`src/rtl/battle_sequencer.sv`:
```
// Turn-level battle controller: sequences menu, player attack, act and enemy
// phases on a shared phase bus, with an enemy-phase watchdog and win/lose hold.
module battle_sequencer #(
  parameter int          NUM_TURNS     = 8,
  parameter logic [31:0] ACT_CYCLES    = 32'd37_125_000,
  parameter logic [31:0] ENEMY_TIMEOUT = 32'd742_500_000
) (
  input  logic       clk,
  input  logic       rst,
  input  logic       start_in,
  input  logic       menu_done_in,
  input  logic [1:0] menu_choice_in,
  input  logic       attack_done_in,
  input  logic       enemy_busy_in,
  input  logic       enemy_finished_in,
  input  logic       enemy_hp_zero_in,
  input  logic       player_hp_zero_in,
  output logic [3:0] state_out,
  output logic [3:0] turn_out,
  output logic       phase_start_out,
  output logic       timeout_out,
  output logic       game_over_out,
  output logic       win_out
);

  typedef enum logic [3:0] {
    IDLE          = 4'b0000,
    MENU          = 4'b0001,
    PLAYER_ATTACK = 4'b0010,
    ACT           = 4'b0100,
    ENEMY         = 4'b1000,
    WIN           = 4'b1001,
    LOSE          = 4'b1010
  } state_t;

  localparam logic [3:0] LAST_TURN = 4'(NUM_TURNS - 1);

  state_t      state, state_nxt;
  logic [3:0]  turn, turn_nxt, turn_adv;
  logic [31:0] cnt, cnt_nxt;
  logic        timeout, timeout_nxt;
  logic        phase_start;

  // Enemy busy level is observed only; it never gates the phase exit.
  logic unused;
  assign unused = enemy_busy_in;

  assign turn_adv = (turn == LAST_TURN) ? 4'd0 : turn + 4'd1;

  always_comb begin
    state_nxt   = state;
    turn_nxt    = turn;
    timeout_nxt = timeout;
    case (state)
      IDLE, WIN, LOSE:
        if (start_in) begin
          state_nxt   = MENU;
          turn_nxt    = 4'd0;
          timeout_nxt = 1'b0;
        end
      MENU:
        if (menu_done_in)
          state_nxt = (menu_choice_in == 2'b00) ? PLAYER_ATTACK : ACT;
      PLAYER_ATTACK:
        if (attack_done_in)
          state_nxt = enemy_hp_zero_in ? WIN : ENEMY;
      ACT:
        if (cnt == ACT_CYCLES - 32'd1)
          state_nxt = ENEMY;
      ENEMY:
        // Player death wins over a clean finish, which wins over the watchdog.
        if (player_hp_zero_in) begin
          state_nxt = LOSE;
        end else if (enemy_finished_in) begin
          state_nxt = MENU;
          turn_nxt  = turn_adv;
        end else if (cnt == ENEMY_TIMEOUT - 32'd1) begin
          state_nxt   = MENU;
          turn_nxt    = turn_adv;
          timeout_nxt = 1'b1;
        end
      default: state_nxt = IDLE;
    endcase

    if (state_nxt != state)     cnt_nxt = 32'd0;
    else if (cnt == '1)         cnt_nxt = cnt;
    else                        cnt_nxt = cnt + 32'd1;
  end

  always_ff @(posedge clk or negedge rst) begin
    if (!rst) begin
      state       <= IDLE;
      turn        <= 4'd0;
      cnt         <= 32'd0;
      timeout     <= 1'b0;
      phase_start <= 1'b0;
    end else begin
      state       <= state_nxt;
      turn        <= turn_nxt;
      cnt         <= cnt_nxt;
      timeout     <= timeout_nxt;
      phase_start <= (state_nxt != state);
    end
  end

  assign state_out       = state;
  assign turn_out        = turn;
  assign phase_start_out = phase_start;
  assign timeout_out     = timeout;
  assign game_over_out   = (state == WIN) || (state == LOSE);
  assign win_out         = (state == WIN);

endmodule

```
`config.mk`:
```
export PLATFORM = sky130hd
export DESIGN_NAME = battle_sequencer
export DESIGN_NICKNAME = d
export VERILOG_FILES = /design/src/rtl/battle_sequencer.sv
export SDC_FILE = /design/constraint.sdc
export NUM_CORES = 1
export LEC_CHECK = 0
export CORE_ASPECT_RATIO = 1.1
export CORE_UTILIZATION = 25
export DETAILED_ROUTE_END_ITERATION = 10
export GPL_TIMING_DRIVEN = 0
export PLACE_DENSITY = 0.5
export SYNTH_ARGS = -nofsm -noshare
export SYNTH_HDL_FRONTEND = slang
export SYNTH_SLANG_ARGS = --single-unit
export TNS_END_PERCENT = 100
```
`constraint.sdc`:
```
create_clock -name clk -period 6.9 [get_ports clk]
set_input_delay 1.035 -clock clk [delete_from_list [all_inputs] [get_ports clk]]
set_output_delay 1.035 -clock clk [all_outputs]
set_load 0.01 [all_outputs]
```
==> results of run 1 <==
## sequential cells by signal, summed over array words and instances, names as in the netlist
name / cells
cnt: 32
turn_out: 4
state_out: 4
timeout_out: 1
phase_start_out: 1
## area by class of cell
type                            instances  area share
Buffer                                 13      0.0276
Clock buffer                            6      0.0261
Clock inverter                          2      0.0189
Inverter                                5     0.00592
Multi-Input combinational cell        234       0.461
Sequential cell                        42       0.332
Tap cell                              140      0.0553
Timing Repair Buffer                   22      0.0734
## through the flow
step	worst slack (ns)	hold WS [ns]
after detailed placement	3.71	0.521
after CTS	3.92	0.536
final	3.92	0.541
after floorplan	4.41	0.517
after global routing	3.80	0.580
after global placement	3.60	0.504
## cell families (layout without fill, tap and decap cells)
kind of cell | after synthesis | in the layout | synth area share
and+or+nand+nor | 170 | 170 | 0.361
AOI/OAI and AO/OA | 30 | 30 | 0.0807
buffers and inverters | 18 | 48 | 0.0406
DFF | 42 | 42 | 0.401
adders and majority gates | 2 | 2 | 0.00955
xor gates and xnor gates | 32 | 32 | 0.107
## metal layers
layer,wire length [um],up-vias,global-route usage
met3,311,18,0.0235
met2,2940,64,0.218
met5,0,-,0
li1,-,1127,-
met1,2970,1095,0.160
met4,188,0,0.0546
## power groups by stage
stage	registers, W	clock network [W]	logic (W)
2_1_floorplan	0.000291	0	0.000226
3_3_place_gp	0.000290	0	0.000329
3_5_place_dp	0.000290	0	0.000329
4_1_cts	0.000285	0.000251	0.000330
5_1_grt	0.000289	0.000258	0.000361
6_report	0.000284	0.000241	0.000324
## placed cells by master, fill, tap and decap left out, drive strengths merged, types with 3 or more instances in the layout
cell type	count
nor3	6
nand2	22
o21ai	8
nor2	48
dfrtp	42
xnor2	13
buf	11
or4b	5
or4	4
nand4	24
and2	4
nand4b	3
nor2b	3
nor4	12
clkdlybuf4s50	20
inv	5
and4	5
nand2b	3
a21oi	8
and3	8
xor2	19
clkbuf	10
nand3	20
## final timing paths
check / start / endpoint / slack [ns] / cells past startpoint
setup reg to reg: cnt[6] / cnt[21] / 4.23 / 7
hold reg to reg: turn_out[0] / turn_out[0] / 0.54 / 1
max in group asynchronous: rst / cnt[21] / 5.67 / 2
hold / removal: turn_out[0] / turn_out[0] / 0.54 / 1
setup / recovery: state_out[1] / game_over_out / 3.92 / 4
min in group asynchronous: rst / turn_out[0] / 0.71 / 1
## worst max-delay path: stages, from the launching register on
cell and delay [ns]:
sky130_fd_sc_hd__dfrtp_1 0.42, sky130_fd_sc_hd__buf_1 0.37, sky130_fd_sc_hd__nand2b_1 0.15, sky130_fd_sc_hd__a21oi_1 0.17, sky130_fd_sc_hd__clkdlybuf4s50_1 0.55
==> flow_metrics.py, run 1 <==
metrics = {
    "outcome": {
        "status": "finished clean",
    },
    "clock_network": {
        "post_cts.resized_instances": 0,
        "tritoncts_clock_tree": "done",
        "buffer_levels_on_the_longest_clock_path": 2,
        "clkSinkCount": 42,
        "number_of_buffers_created_by_cts": 5,
        "clkLatencyLatePin_ns": 0.30,
        "cts.reportedPaths.clkPinSlew_ns": 0.09,
        "cts-htree-levels": 2,
        "post_cts.repair.setup_buffers": 0,
        "cts_root_buf": "sky130_fd_sc_hd__clkbuf_8",
        "hold_buffers": 0,
    },
    "layout": {
        "finish.utilization": 0.316,
        "syn2layout_area_growth_pct": 21.0,
        "final-seq-area_mm2": 0.00105,
        "n_antenna_cell": 0,
        "final_net_count": 336,
        "multi_input_comb_area_mm2": 0.00146,
        "layout-drive-gt1-share": 0.111,
        "fin_cells": 464,
        "final_cell_area_mm2": 0.00317,
        "fillCellCount": 1059,
    },
    "die": {
        "design.die.area_mm2": 0.0109,
        "initial_utilization": 0.261,
        "die_h_um": 109,
        "number_of_i_o_pins": 23,
        "total_number_of_placement_rows": 38,
        "die_w_um": 99.6,
        "area_of_the_core_region_mm2": 0.0100,
    },
    "yosys": {
        "mappedNetlistNets": 307,
        "ys_async_sr_fraction": 1.00,
        "yosys_warnings": 0,
        "post_synth_most_frequent_cells": "42 x sky130_fd_sc_hd__dfrtp_1, 37 x sky130_fd_sc_hd__nor2_1, 24 x sky130_fd_sc_hd__nand4_1",
        "synth_sequential_area_ratio": 0.401,
        "synth.cell_area_mm2": 0.00262,
        "ys_seq_elements": 42,
        "synth_cell_type_count": 44,
        "yosys.area.top_type": "sky130_fd_sc_hd__dfrtp_1",
        "ys_top_cells_by_area": "sky130_fd_sc_hd__dfrtp_1 40%, sky130_fd_sc_hd__xor2_1 6.4%, sky130_fd_sc_hd__nand4_1 5.7%, sky130_fd_sc_hd__nor2_1 5.3%, sky130_fd_sc_hd__xnor2_1 4.3%",
        "syn_inst": 294,
        "synth-main-ff-cell": "sky130_fd_sc_hd__dfrtp_1",
        "yosys.cell_count.top_type": "sky130_fd_sc_hd__dfrtp_1",
        "synth_edf_count": 0,
        "post-synth-top-area-fraction": 0.401,
        "synth_area_per_cell_um2": 8.91,
    },
    "grt": {
        "globalRouteOverflowTotal": 0,
        "first_global_vias": 2279,
        "grt_antenna_before_repair": 0,
        "largest_net_degree_at_the_start_of_global_routing": 23,
        "grt_first_pass_wirelength_um": 11200,
        "groute.usage.overall": 0.128,
    },
    "power": {
        "p_seq_frac": 0.335,
        "power_switching_share": 0.348,
        "power.internal_w": 0.000553,
        "report.power.total_w": 0.000849,
        "static-leakage-power_nw": 1.16,
        "switchingPower_w": 0.000296,
        "p_per_area_mw_per_mm2": 268,
        "clock_power_share": 0.284,
        "power_frac_comb": 0.381,
        "max-vdd-ir-drop_uv": 85.3,
    },
    "detailed_routing": {
        "vias": 2304,
        "route.antenna.remaining_nets": 0,
        "detail_route.vias_per_cell": 4.97,
        "route.detailed.wl_per_inst_um": 13.8,
        "route.detailed.drc": 0,
        "wirelength_um": 6410,
        "drt_iter0_drc": 134,
        "detail_route.first_pass.iterations": 4,
    },
    "run": {
        "drv_cap": 0,
    },
    "sta": {
        "clock_skew_ns": 0.0115,
        "maxClockFrequency_mhz": 336,
        "setup_violations_final": 0,
        "period_needed_ns": 2.98,
        "finalHoldViolations": 0,
        "setup_repair_after_global_routing_missed_its_margin": "no",
        "finalCritPeriodShare": 0.432,
        "setup_total_negative_slack_ns": 0,
        "worst_slew_margin_rel": 0.363,
        "timing.final.max_slew_violations": 0,
        "tightest_slew_ns": 0.946,
    },
    "worst_setup_path": {
        "setup.worst_path.class": "reg2out",
        "critical_path.max_fanout": 10,
        "worst_setup_path_end_kind": "output pin",
        "worstPathRequired_ns": 5.86,
        "crit_path_launch_type": "flip-flop",
        "worst_ep_arrival_time_ns": 1.94,
    },
    "placement": {
        "gpl_wtd_cong": 0.862,
        "placed_cells": 456,
        "portBuffers": 21,
        "placed_cell_area_mm2": 0.00303,
        "dpl.hpwl_um": 4830,
    },
    "hold_path": {
        "worst_min_delay_path_class": "reg2reg",
    },
}
(Power assumes the default switching activity.)
==> inputs of run 2 (changes only) <==
--- a/config.mk
+++ b/config.mk
@@ -9,7 +9,7 @@
 export CORE_UTILIZATION = 25
 export DETAILED_ROUTE_END_ITERATION = 10
 export GPL_TIMING_DRIVEN = 0
-export PLACE_DENSITY = 0.5
+export PLACE_DENSITY = 0.51
 export SYNTH_ARGS = -nofsm -noshare
 export SYNTH_HDL_FRONTEND = slang
 export SYNTH_SLANG_ARGS = --single-unit
==> constraint.sdc (replaced) <==
create_clock -name clk -period 2.39 [get_ports clk]
set_input_delay 0.3585 -clock clk [delete_from_list [all_inputs] [get_ports clk]]
set_output_delay 0.3585 -clock clk [all_outputs]
set_load 0.01 [all_outputs]
==> run 2 against run 1 <==
The flow now finishes with violations (setup timing). Sequential power rose to 2.9 times the previous value. Worst setup slack got worse by 4.0 ns. Register-to-register slack got worse by 4.3 ns. Utilization rose by 4.7 points. Clock power rose by 140%. Sequential share of layout area fell by 3.9 points. Critical path type is now reg2reg. Die area did not move. Clock skew fell by 0.0020 ns. Critical path depth rose by 5. First-iteration DRC count fell by 46%. Hold slack got worse by 0.14 ns. Non-clock buffer count rose by 25.
==> flow_metrics.py, run 2 (synthesis gave the netlist of run 1 again) <==
metrics = {
    "power": {
        "power_frac_comb": 0.549,
        "max-vdd-ir-drop_uv": 337,
        "switchingPower_w": 0.00114,
        "power.internal_w": 0.00196,
        "p_seq_frac": 0.264,
        "power_switching_share": 0.369,
        "static-leakage-power_nw": 1.33,
        "p_per_area_mw_per_mm2": 851,
        "clock_power_share": 0.186,
    },
    "die": {
        "design.die.area_mm2": 0.0109,
        "number_of_i_o_pins": 23,
        "die_h_um": 109,
        "initial_utilization": 0.261,
        "area_of_the_core_region_mm2": 0.0100,
        "die_w_um": 99.6,
        "total_number_of_placement_rows": 38,
    },
    "detailed_routing": {
        "route.detailed.wl_per_inst_um": 14.6,
        "route.antenna.remaining_nets": 0,
        "route.detailed.drc": 0,
        "vias": 2415,
        "drt_iter0_drc": 73,
        "detail_route.vias_per_cell": 4.94,
        "detail_route.first_pass.iterations": 4,
        "wirelength_um": 7120,
    },
    "layout": {
        "largest_register_ffs": 32,
        "layout-drive-gt1-share": 0.321,
        "mostFrequentLayoutCells": "30 x sky130_fd_sc_hd__dfrtp_1, 24 x sky130_fd_sc_hd__nand4_1, 23 x sky130_fd_sc_hd__buf_4, 22 x sky130_fd_sc_hd__nand2_1",
        "n_antenna_cell": 0,
        "fin_cells": 489,
        "syn2layout_area_growth_pct": 39.1,
        "largest_register": "cnt",
        "fillCellCount": 1005,
        "finish.utilization": 0.363,
        "layout_commonest_cell": "sky130_fd_sc_hd__dfrtp_1",
        "final_net_count": 361,
    },
    "worst_setup_path": {
        "worst_setup_path_end_kind": "flip-flop",
        "crit_path_launch_type": "flip-flop",
        "setup.worst_path.class": "reg2reg",
        "worstPathRequired_ns": 2.58,
        "worst_ep_arrival_time_ns": 2.63,
        "critical_path.max_fanout": 8,
    },
    "outcome": {
        "status": "complete, but fails checks",
        "failing_checks": "setup timing",
    },
    "placement": {
        "gpl_wtd_cong": 0.843,
        "portBuffers": 21,
        "placed_cells": 456,
        "dpl.hpwl_um": 4770,
    },
    "hold_path": {
        "worst_min_delay_path_class": "in2async",
    },
    "sta": {
        "setup_repair_after_global_routing_missed_its_margin": "yes",
        "worst_slew_margin_rel": 0.563,
        "setup_total_negative_slack_ns": -0.839,
        "period_needed_ns": 2.44,
        "final.setup.worst_slack_ns": -0.0465,
        "finalHoldViolations": 0,
        "clock_skew_ns": 0.00948,
        "tightest_slew_ns": 0.655,
        "setup_violations_final": 25,
        "maxClockFrequency_mhz": 410,
        "timing.final.max_slew_violations": 0,
        "finalCritPeriodShare": 1.02,
    },
    "clock_network": {
        "tritoncts_clock_tree": "done",
        "cts.reportedPaths.clkPinSlew_ns": 0.09,
        "buffer_levels_on_the_longest_clock_path": 2,
        "clkSinkCount": 42,
        "cts_root_buf": "sky130_fd_sc_hd__clkbuf_8",
        "number_of_buffers_created_by_cts": 5,
        "clkLatencyLatePin_ns": 0.30,
        "cts-htree-levels": 2,
    },
    "grt": {
        "grt_antenna_before_repair": 0,
        "groute.usage.overall": 0.135,
        "first_global_vias": 2419,
        "largest_net_degree_at_the_start_of_global_routing": 39,
        "globalRouteOverflowTotal": 0,
        "grt_first_pass_wirelength_um": 11700,
    },
    "run": {
        "drv_cap": 0,
    },
}
[run 2: final cells by class]
cell class / instances / area [um^2] / area share
timing repair buffer: 50 / 508 / 0.139
clock buffer: 5 / 68.8 / 0.0189
multi-input combinational: 234 / 1680 / 0.461
tap: 140 / 175 / 0.0481
clock inverter: 3 / 45.0 / 0.0124
buffer: 10 / 83.8 / 0.0230
inverter: 5 / 18.8 / 0.00515
sequential: 42 / 1070 / 0.293
[run 2: final timing paths]
kind	startpoint	endpoint	slack [ns]	cells past startpoint
hold reg to reg	turn_out[3]	turn_out[3]	0.52	1
setup reg to reg	cnt[0]	cnt[30]	-0.05	9
hold / removal	rst	turn_out[0]	0.40	2
max in group asynchronous	rst	cnt[22]	1.54	3
setup / recovery	cnt[0]	cnt[30]	-0.05	9
min in group clk	turn_out[3]	turn_out[3]	0.52	1
[run 2: stage by stage]
step,hold WS (ns),total power [W],worst slack [ns],area [um^2]
floorplan,0.0629,0.00149,0.0500,2620
global placement,0.492,0.00178,-0.255,3000
detailed placement,0.192,0.00178,-0.247,3020
CTS,0.396,0.00267,-0.0241,3370
global route,0.422,0.00327,-0.124,3640
finish,0.398,0.00310,-0.0465,3640
[run 2: what timing repair did]
action,CTS,global route
endpoints found under the hold margin,4,0
hold buffers,1,0
endpoints found under the setup margin,33,36
pin swaps,5,12
gates resized for setup,23,47
buffers inserted,13,11
cloned,1,2
[run 2: worst max-delay path, cell delays in order (launching register included)]
cell and delay, ns:
sky130_fd_sc_hd__dfrtp_1 0.38, sky130_fd_sc_hd__ha_2 0.22, sky130_fd_sc_hd__and3_4 0.22, sky130_fd_sc_hd__nand4_1 0.17, sky130_fd_sc_hd__or4b_4 0.56, sky130_fd_sc_hd__and3_4 0.20, sky130_fd_sc_hd__o2111ai_4 0.20, sky130_fd_sc_hd__buf_12 0.19
sky130_fd_sc_hd__clkbuf_16 0.16, sky130_fd_sc_hd__nor2_1 0.04
[run 2: routing by layer]
layer  global-route usage  routed length [um]  vias to the layer above
li1                     -                   -                     1182
met1                0.166                3210                     1170
met2                0.235                3510                       47
met3               0.0242                 219                       16
met4               0.0504                 186                        0
met5                    0                   0                        -
[run 2: power groups by stage]
stage / sequential, W / combinational (W) / clock [W]
global route: 0.000829 / 0.00181 / 0.000628
detailed placement: 0.000836 / 0.000947 / 0
floorplan: 0.000840 / 0.000653 / 0
CTS: 0.000818 / 0.00126 / 0.000594
global placement: 0.000836 / 0.000945 / 0
finish: 0.000820 / 0.00170 / 0.000578
